--- config.mk ---
export PLATFORM = sky130hd
export DESIGN_NAME = mul_div_unit
export DESIGN_NICKNAME = d
export VERILOG_FILES = /design/src/rtl/mul_div_unit.sv
export SDC_FILE = /design/constraint.sdc
export NUM_CORES = 1
export LEC_CHECK = 0
export CAP_MARGIN = 20
export CORE_MARGIN = 5
export CORE_UTILIZATION = 40
export DETAILED_ROUTE_END_ITERATION = 16
export PLACE_DENSITY = 0.66
export SLEW_MARGIN = 20
export SYNTH_ARGS = -nofsm -noshare
export SYNTH_HDL_FRONTEND = slang
export SYNTH_SLANG_ARGS = --single-unit
--- constraint.sdc ---
create_clock -name clk -period 9 [get_ports clk]
set_input_delay 0.9 -clock clk [delete_from_list [all_inputs] [get_ports clk]]
set_output_delay 0.9 -clock clk [all_outputs]
set_load 0.05 [all_outputs]
--- src/rtl/mul_div_unit.sv ---
// mul_div_unit: iterative multiply/divide unit with architectural HI/LO.
// MULT uses shift-add and DIV uses restoring division. Each takes WIDTH
// cycles and retires one multiplier or quotient bit per cycle.
// MTHI/MTLO write HI or LO in a single cycle.
// Optional feature: define MULDIV_SIGNED_EN to make op[2] select signed MULT/DIV.
module mul_div_unit #(
  parameter int WIDTH = 32
) (
  input  logic             clk,
  input  logic             rst_n,
  input  logic             start,
  input  logic [2:0]       op,
  input  logic [WIDTH-1:0] src_a,
  input  logic [WIDTH-1:0] src_b,
  output logic             busy,
  output logic             done,
  output logic [WIDTH-1:0] hi,
  output logic [WIDTH-1:0] lo,
  output logic             div_by_zero
);

  localparam int CW = (WIDTH > 1) ? $clog2(WIDTH) : 1;

  typedef enum logic [1:0] {IDLE, MUL, DIV, DONE} state_t;

  state_t           state_reg;
  logic [CW-1:0]    count_reg;
  logic [WIDTH-1:0] opnd_reg;     // multiplicand (MULT) or divisor (DIV)
  logic [WIDTH-1:0] acc_hi_reg;   // partial product high half / partial remainder
  logic [WIDTH-1:0] acc_lo_reg;   // multiplier being shifted out / quotient shifted in
  logic [WIDTH-1:0] hi_reg;
  logic [WIDTH-1:0] lo_reg;
  logic             busy_reg;
  logic             done_reg;
  logic             dbz_reg;

  // Operand values loaded on accept (magnitudes when signed mode is active)
  logic [WIDTH-1:0] load_a;
  logic [WIDTH-1:0] load_b;

`ifdef MULDIV_SIGNED_EN
  logic neg_lo_reg;   // negate product (MULT) or quotient (DIV) at completion
  logic neg_hi_reg;   // negate remainder at completion (DIV only)
  logic load_neg_lo;
  logic load_neg_hi;

  // Convert signed operands to magnitudes and note the result signs
  always_comb begin
    load_a      = src_a;
    load_b      = src_b;
    load_neg_lo = 1'b0;
    load_neg_hi = 1'b0;
    if (op[2]) begin
      if (src_a[WIDTH-1]) load_a = -src_a;
      if (src_b[WIDTH-1]) load_b = -src_b;
      load_neg_lo = src_a[WIDTH-1] ^ src_b[WIDTH-1];
      load_neg_hi = src_a[WIDTH-1];
    end
  end
`else
  // Unsigned-only build: the sign select bit has no effect
  logic unused_sign_bit;
  assign unused_sign_bit = op[2];

  // Operands pass through unchanged
  always_comb begin
    load_a = src_a;
    load_b = src_b;
  end
`endif

  // One iteration step of shift-add or restoring divide, plus final fixups
  logic [WIDTH:0]   mul_sum;
  logic [WIDTH-1:0] div_shift;
  logic [WIDTH-1:0] div_diff;
  logic             div_fits;
  logic [WIDTH-1:0] step_hi;
  logic [WIDTH-1:0] step_lo;
  logic [WIDTH-1:0] fin_hi;
  logic [WIDTH-1:0] fin_lo;

  // Next accumulator value for the current state and the completed result
  always_comb begin
    mul_sum   = {1'b0, acc_hi_reg} + {1'b0, opnd_reg};
    // The shifted remainder is WIDTH+1 bits wide. Its top bit is acc_hi_reg[WIDTH-1].
    // If that bit is set, the value always exceeds the divisor.
    div_shift = {acc_hi_reg[WIDTH-2:0], acc_lo_reg[WIDTH-1]};
    div_fits  = acc_hi_reg[WIDTH-1] | (div_shift >= opnd_reg);
    div_diff  = div_shift - opnd_reg;
    if (state_reg == DIV) begin
      if (div_fits) begin
        step_hi = div_diff;
        step_lo = {acc_lo_reg[WIDTH-2:0], 1'b1};
      end else begin
        step_hi = div_shift;
        step_lo = {acc_lo_reg[WIDTH-2:0], 1'b0};
      end
    end else if (acc_lo_reg[0]) begin
      {step_hi, step_lo} = {mul_sum, acc_lo_reg[WIDTH-1:1]};
    end else begin
      {step_hi, step_lo} = {1'b0, acc_hi_reg, acc_lo_reg[WIDTH-1:1]};
    end

    fin_hi = step_hi;
    fin_lo = step_lo;
`ifdef MULDIV_SIGNED_EN
    if (state_reg == DIV) begin
      if (neg_lo_reg) fin_lo = -step_lo;
      if (neg_hi_reg) fin_hi = -step_hi;
    end else if (neg_lo_reg) begin
      {fin_hi, fin_lo} = -{step_hi, step_lo};
    end
`endif
    // With a zero divisor every trial subtraction succeeds. The remainder then
    // ends up equal to the dividend (re-signed above), so only the quotient
    // needs forcing.
    if ((state_reg == DIV) && (opnd_reg == '0)) fin_lo = '1;
  end

  // Controller, iteration datapath and architectural HI/LO
  always_ff @(posedge clk) begin
    if (!rst_n) begin
      state_reg  <= IDLE;
      count_reg  <= '0;
      opnd_reg   <= '0;
      acc_hi_reg <= '0;
      acc_lo_reg <= '0;
      hi_reg     <= '0;
      lo_reg     <= '0;
      busy_reg   <= 1'b0;
      done_reg   <= 1'b0;
      dbz_reg    <= 1'b0;
`ifdef MULDIV_SIGNED_EN
      neg_lo_reg <= 1'b0;
      neg_hi_reg <= 1'b0;
`endif
    end else begin
      done_reg <= 1'b0;
      case (state_reg)
        IDLE, DONE: begin
          state_reg <= IDLE;
          if (start) begin
            dbz_reg <= 1'b0;
            case (op[1:0])
              2'b00: begin
                state_reg  <= MUL;
                busy_reg   <= 1'b1;
                count_reg  <= CW'(WIDTH - 1);
                opnd_reg   <= load_a;
                acc_hi_reg <= '0;
                acc_lo_reg <= load_b;
              end
              2'b01: begin
                state_reg  <= DIV;
                busy_reg   <= 1'b1;
                count_reg  <= CW'(WIDTH - 1);
                opnd_reg   <= load_b;
                acc_hi_reg <= '0;
                acc_lo_reg <= load_a;
              end
              2'b10:   hi_reg <= src_a;
              default: lo_reg <= src_a;
            endcase
`ifdef MULDIV_SIGNED_EN
            neg_lo_reg <= load_neg_lo;
            neg_hi_reg <= load_neg_hi;
`endif
          end
        end
        default: begin
          acc_hi_reg <= step_hi;
          acc_lo_reg <= step_lo;
          count_reg  <= count_reg - 1'b1;
          if (count_reg == '0) begin
            state_reg <= DONE;
            busy_reg  <= 1'b0;
            done_reg  <= 1'b1;
            hi_reg    <= fin_hi;
            lo_reg    <= fin_lo;
            dbz_reg   <= (state_reg == DIV) && (opnd_reg == '0);
          end
        end
      endcase
    end
  end

  assign busy        = busy_reg;
  assign done        = done_reg;
  assign hi          = hi_reg;
  assign lo          = lo_reg;
  assign div_by_zero = dbz_reg;

endmodule
==> results.sh, run 1 <==
export IMPL_io_buffers=135
export IMPL_track_usage_pct=23.0
export IMPL_synth_top_area_cell="dfxtp_1"
export IMPL_fin_area_um2=14000
export IMPL_root_buffer="clkbuf_16"
export IMPL_ctsResizeCount=0
export IMPL_multiInputGateArea_um2=7790
export IMPL_setup_viol=0
export IMPL_fin_util_pct=47.6
export IMPL_place_congestion=0.892
export IMPL_async_flop_share_pct=0
export IMPL_max_slew_margin_rel_pct=32.1
export IMPL_r2r_end="hi[14]"
export IMPL_grt_pass1_wl_um=62000
export IMPL_nets=1737
export IMPL_grt_max_degree=71
export IMPL_ir_drop_mv=0.155
export IMPL_vias=12014
export IMPL_holdCritPathClass="flop to flop"
export IMPL_die_w_um=182
export IMPL_drt_iter0_markers=983
export IMPL_register_area_um2=3400
export IMPL_wl_um=39900
export IMPL_ant_nets=0
export IMPL_synthCells=1531
export IMPL_seq_area_frac_synth_pct=28.8
export IMPL_yosysMostFrequentCell="nand2_1"
export IMPL_pin_count=137
export IMPL_cts_setup_buffers=0
export IMPL_clock_sinks=170
export IMPL_p_int_mw=1.90
export IMPL_die_height_um=182
export IMPL_clk_latency_ns=0.44
export IMPL_viasPerCell=6.01
export IMPL_drive_gt1_share_pct=6.71
export IMPL_cts_max_path_buffers=2
export IMPL_antenna_found_initial=0
export IMPL_reg2reg_depth=14
export IMPL_holdBufCountCts=0
export IMPL_final_cells=1999
export IMPL_rrSetupSlack_ns=4.76
export IMPL_rows=63
export IMPL_setup_tns_ns=0
export IMPL_netSwitchingPower_mw=1.56
export IMPL_ys_types=82
export IMPL_dpl_cell_count=1967
export IMPL_clkTransAtPathRegs_ns=0.07
export IMPL_grt_pass1_vias=11208
export IMPL_ys_warn_count=0
export IMPL_core_um2=29400
export IMPL_avgSynthCellArea_um2=7.73
export IMPL_crit_required_ns=9.37
export IMPL_outcome="complete, no violations"
export IMPL_ctsHtreeMaxLevel=4
export IMPL_hold_depth=2
export IMPL_first_pass_iters=5
export IMPL_cts_buffers=17
export IMPL_tightestPinTransition_ns=1.00
export IMPL_path_class="flop to flop"
export IMPL_netlist_top_cells_count="nand2_1, a21oi_1, dfxtp_1"
export IMPL_fin_skew_ns=0.00851
export IMPL_drc=0
export IMPL_initial_core_util_pct=40.2
export IMPL_synth_edf_count=0
export IMPL_cp_arrival_ns=4.61
export IMPL_hpwl_um=28900
export IMPL_area_delta_synth_final_pct=18.2
export IMPL_seqPwrFrac_pct=28.0
export IMPL_synthTopCellsByArea="dfxtp_1, ha_1, a21oi_1"
export IMPL_pwr_share_clk_pct=21.5
export IMPL_place_area_um2=13400
export IMPL_synth_flop_cell="dfxtp_1"
export IMPL_rsz0062_at_grt="no"
export IMPL_critPathMaxFanout=53
export IMPL_comb_power_share_pct=50.6
export IMPL_num_antenna_cells=0
export IMPL_syn_area_um2=11800
export IMPL_fmax_mhz=236
export IMPL_min_period_ns=4.24
export IMPL_ys_ff_latch=170
export IMPL_hold_end="acc_lo_reg[25]"
export IMPL_slew_viol_final=0
export IMPL_cap_violations=0
export IMPL_grt_ovfl_total=0
export IMPL_start_kind="flop"
export IMPL_syn_num_nets=1672
export IMPL_cts_tree="done"
export IMPL_fill_cells=2872
export IMPL_powerDensity_nw_per_um2=247
export IMPL_p_sw_share_pct=45.0
export IMPL_hold_ws_ns=0.476
export IMPL_min_period_over_period_pct=47.1
export IMPL_r2r_start="acc_lo_reg[31]"
export IMPL_die_area_um2=33100
export IMPL_post_drt_wl_per_cell_um=20.0
export IMPL_min_from="acc_lo_reg[25]"
export IMPL_power_leakage_nw=5.21
export IMPL_netlist_area_leader_share_pct=28.8
export IMPL_end_kind="flop"
export IMPL_hold_viol_final=0
[layout by cell type, fill, tap and decap left out, types with 9 or more instances in the layout]
master	instances
clkbuf_16	17
a22o_1	11
o221ai_1	34
clkdlybuf4s50_1	134
o21ai_1	33
o21bai_1	11
nand3_1	19
nand2_1	203
o211ai_1	43
nand4_1	17
nor2b_1	12
a21o_1	29
nor2_1	79
and3_1	14
mux2i_1	51
nand2b_1	10
a21oi_1	171
nor3_1	12
a221oi_1	9
a31oi_1	50
xor2_1	15
xnor2_1	34
dfxtp_1	170
ha_1	67
o21a_1	11
o21ai_0	103
inv_1	58
a211oi_1	29
mux2_2	29
buf_4	16
nor4_1	10
[stage by stage]
| stage | power (mW) | setup slack (ns) |
|---|---|---|
| 2_1_floorplan | 2.24 | 6.03 |
| 3_3_place_gp | 2.68 | 4.88 |
| 3_5_place_dp | 2.70 | 4.89 |
| 4_1_cts | 3.44 | 4.84 |
| 5_1_grt | 3.65 | 4.53 |
| 6_report | 3.46 | 4.76 |
[worst max-delay path by stage]
stage / startpoint / end / slack, ns / cells after the start
6_report: acc_lo_reg[31] / hi[14] / 4.76 / 14
5_1_grt: acc_lo_reg[31] / hi[14] / 4.53 / 14
4_1_cts: acc_lo_reg[31] / hi[14] / 4.84 / 14
3_5_place_dp: acc_lo_reg[31] / hi[14] / 4.89 / 14
3_3_place_gp: acc_lo_reg[31] / hi[14] / 4.88 / 14
2_1_floorplan: opnd_reg[1] / hi[31] / 6.03 / 13
[layer usage]
layer  share of wire (%)  vias to the layer above  global-route usage, %
li1                    -                     5787                      -
met1                  44                     5712                   30.6
met2                  47                      431                   37.8
met3                 5.6                       84                   3.33
met4                 3.6                        0                   8.62
met5                   0                        -                      0
[kinds of logic (layout without fill, tap and decap cells)]
kind of cell	after synthesis	in the layout	synth area share, %
multiplexers	81	81	7.17
AND/OR/NAND/NOR	401	401	15.2
buffers and inverters	169	247	5.90
flip-flops	170	170	28.8
AO/OA/AOI/OAI	590	590	31.7
adder cells (fa/ha/maj)	71	71	7.64
XOR/XNOR	49	49	3.63
[power groups by stage]
stage | sequential, mW | combinational [mW] | clock, mW
finish | 0.966 | 1.75 | 0.742
CTS | 0.963 | 1.73 | 0.744
detailed placement | 0.979 | 1.72 | 0
floorplan | 1.14 | 1.10 | 0
global route | 0.976 | 1.89 | 0.779
global placement | 0.976 | 1.71 | 0
[area by class of cell]
cell class / instances / area share [%]
repair buffers: 152 / 10.6
flip-flops and latches: 170 / 24.3
inverters: 63 / 1.69
well taps: 390 / 3.49
multi-input cells: 1192 / 55.7
clock inverters: 11 / 0.868
clock buffers: 21 / 3.29
[critical path: stages (launching register included)]
cell and delay, ns:
dfxtp_1 0.36, inv_1 0.14, ha_1 0.25, fa_1 0.38, nand2b_1 0.20, a211oi_1 0.30, or3_4 0.22, a31o_2 0.25
a211o_1 0.15, buf_4 0.49, inv_2 0.29, or3_1 0.45, a31oi_1 0.36, mux2i_1 0.13, a21oi_1 0.17
(Power assumes the default switching activity.)
==> inputs of run 2 (changes only) <==
- PLACE_DENSITY: 0.66 -> 0.69
- clock period: 9 -> 3.4 ns (I/O delays scaled with it)
==> run 2 against run 1 <==
Compared with the run above:
- clock-buffer cell count up 2
- non-clock buffer count up 63
- first-iteration DRC count is 15% higher
- fmax grew 31%
- routed wire length is 4.9% higher
- sequential cell count unchanged
- design area rose by 5.2%
- global-route usage increased by 1.2 points
==> results.sh, run 2 (synthesis results as in run 1) <==
export IMPL_grt_ovfl_total=0
export IMPL_outcome="complete, no violations"
export IMPL_die_w_um=182
export IMPL_r2r_end="hi[25]"
export IMPL_cts_buffers=17
export IMPL_rrSetupSlack_ns=0.17
export IMPL_track_usage_pct=24.2
export IMPL_fmax_mhz=309
export IMPL_crit_required_ns=3.72
export IMPL_cts_max_path_buffers=2
export IMPL_hold_viol_final=0
export IMPL_tightestPinTransition_ns=0.807
export IMPL_fill_cells=2859
export IMPL_rows=63
export IMPL_min_from="rst_n"
export IMPL_core_um2=29400
export IMPL_ant_nets=0
export IMPL_max_slew_margin_rel_pct=46.1
export IMPL_r2r_start="acc_lo_reg[31]"
export IMPL_root_buffer="clkbuf_16"
export IMPL_grt_pass1_wl_um=65500
export IMPL_ctsHtreeMaxLevel=4
export IMPL_drc=0
export IMPL_clock_sinks=170
export IMPL_hold_end="div_by_zero"
export IMPL_end_kind="flop"
export IMPL_clkTransAtPathRegs_ns=0.07
export IMPL_nets=1800
export IMPL_viasPerCell=6.03
export IMPL_final_cells=2063
export IMPL_grt_pass1_vias=11912
export IMPL_slew_viol_final=0
export IMPL_die_area_um2=33100
export IMPL_critPathMaxFanout=29
export IMPL_setup_viol=0
export IMPL_io_buffers=135
export IMPL_start_kind="flop"
export IMPL_hpwl_um=31000
export IMPL_path_class="flop to flop"
export IMPL_reg2reg_depth=14
export IMPL_cts_tree="done"
export IMPL_initial_core_util_pct=40.2
export IMPL_area_delta_synth_final_pct=24.3
export IMPL_dpl_cell_count=2029
export IMPL_hold_depth=3
export IMPL_cp_arrival_ns=3.56
export IMPL_first_pass_iters=5
export IMPL_place_congestion=0.954
export IMPL_holdCritPathClass="primary input to flop"
export IMPL_hold_ws_ns=0.404
export IMPL_post_drt_wl_per_cell_um=20.3
export IMPL_pin_count=137
export IMPL_powerDensity_nw_per_um2=654
export IMPL_vias=12444
export IMPL_final_common_cell="nand2_1"
export IMPL_drt_iter0_markers=1132
export IMPL_final_cell_mix="nand2_1, a21oi_1, dfxtp_1"
export IMPL_fin_skew_ns=0.00800
export IMPL_wl_um=41900
export IMPL_grt_max_degree=72
export IMPL_holdBufCountCts=0
export IMPL_antenna_found_initial=1
export IMPL_min_period_over_period_pct=95.1
export IMPL_cap_violations=0
export IMPL_ir_drop_mv=0.410
export IMPL_drive_gt1_share_pct=11.9
export IMPL_min_period_ns=3.23
export IMPL_power_leakage_nw=5.57
export IMPL_die_height_um=182
export IMPL_clk_latency_ns=0.44
-- run 2: changes by cell type in the layout (fill, tap and decap cells not counted), moves of 4 or more --
cell and delta:
buf_4 +57, buf_12 +6, dfxtp_1 -4, dfxtp_2 +4
-- run 2: worst max-delay path by stage --
| stage | startpoint | end | slack, ns |
|---|---|---|---|
| after floorplan | opnd_reg[1] | hi[31] | 0.43 |
| after global placement | opnd_reg[3] | hi[30] | 0.04 |
| after detailed placement | opnd_reg[3] | acc_hi_reg[30] | -0.03 |
| after CTS | opnd_reg[0] | hi[23] | 0.02 |
| after global routing | acc_lo_reg[31] | hi[20] | -0.005 |
| final | acc_lo_reg[31] | hi[25] | 0.17 |
-- run 2: final cells by class --
type                            instances  area, µm²  area share, %
Timing Repair Buffer                  215       2030           13.8
Antenna cell                            1       2.50         0.0170
Sequential cell                       170       3410           23.2
Clock inverter                          9        114          0.774
Multi-Input combinational cell       1192       7940           54.0
Clock buffer                           23        488           3.32
Tap cell                              390        488           3.32
Inverter                               63        239           1.62
-- run 2: timing repair --
action | in CTS | in global routing
endpoints found under the setup margin | 3 | 47
pin swaps | 0 | 4
cloned | 0 | 0
setup buffers | 0 | 1
gates resized for setup | 2 | 31
-- run 2: metrics by stage --
stage | utilization [%] | power, mW | setup WS (ns) | instance area [µm²] | setup TNS [ns]
global route | 50.0 | 10.1 | -0.00478 | 14700 | -0.00560
finish | 50.0 | 9.62 | 0.165 | 14700 | 0
floorplan | - | 5.92 | 0.425 | 11800 | 0
CTS | 49.5 | 9.44 | 0.0244 | 14500 | 0
detailed placement | 47.4 | 7.41 | -0.0296 | 13900 | -0.0542
global placement | 47.4 | 7.37 | 0.0373 | 13900 | 0
-- run 2: routing by layer --
metal	GRT usage [%]	vias to the layer above	routed length (µm)
li1	-	5908	-
met1	31.2	6006	17800
met2	40.3	437	19900
met3	4.65	91	2570
met4	8.92	2	1540
met5	0	-	7
-- run 2: power by group --
group | leakage [nW] | total [mW] | switching (mW) | internal, mW
logic | 3.91 | 5.06 | 3.16 | 1.90
clock network | 0.274 | 2.01 | 0.852 | 1.16
registers | 1.39 | 2.55 | 0.250 | 2.30
total | 5.57 | 9.62 | 4.26 | 5.36
-- run 2: worst max-delay path, stage by stage, from the launching register on --
cell	delay, ns
dfxtp_1	0.32
inv_1	0.09
ha_2	0.20
fa_1	0.20
nand2b_4	0.15
a211oi_1	0.07
or3_4	0.41
a31o_4	0.30
a211o_4	0.37
buf_12	0.17
nor2_1	0.09
a21oi_1	0.06
o2bb2ai_1	0.43
o21a_1	0.17
a21oi_1	0.06
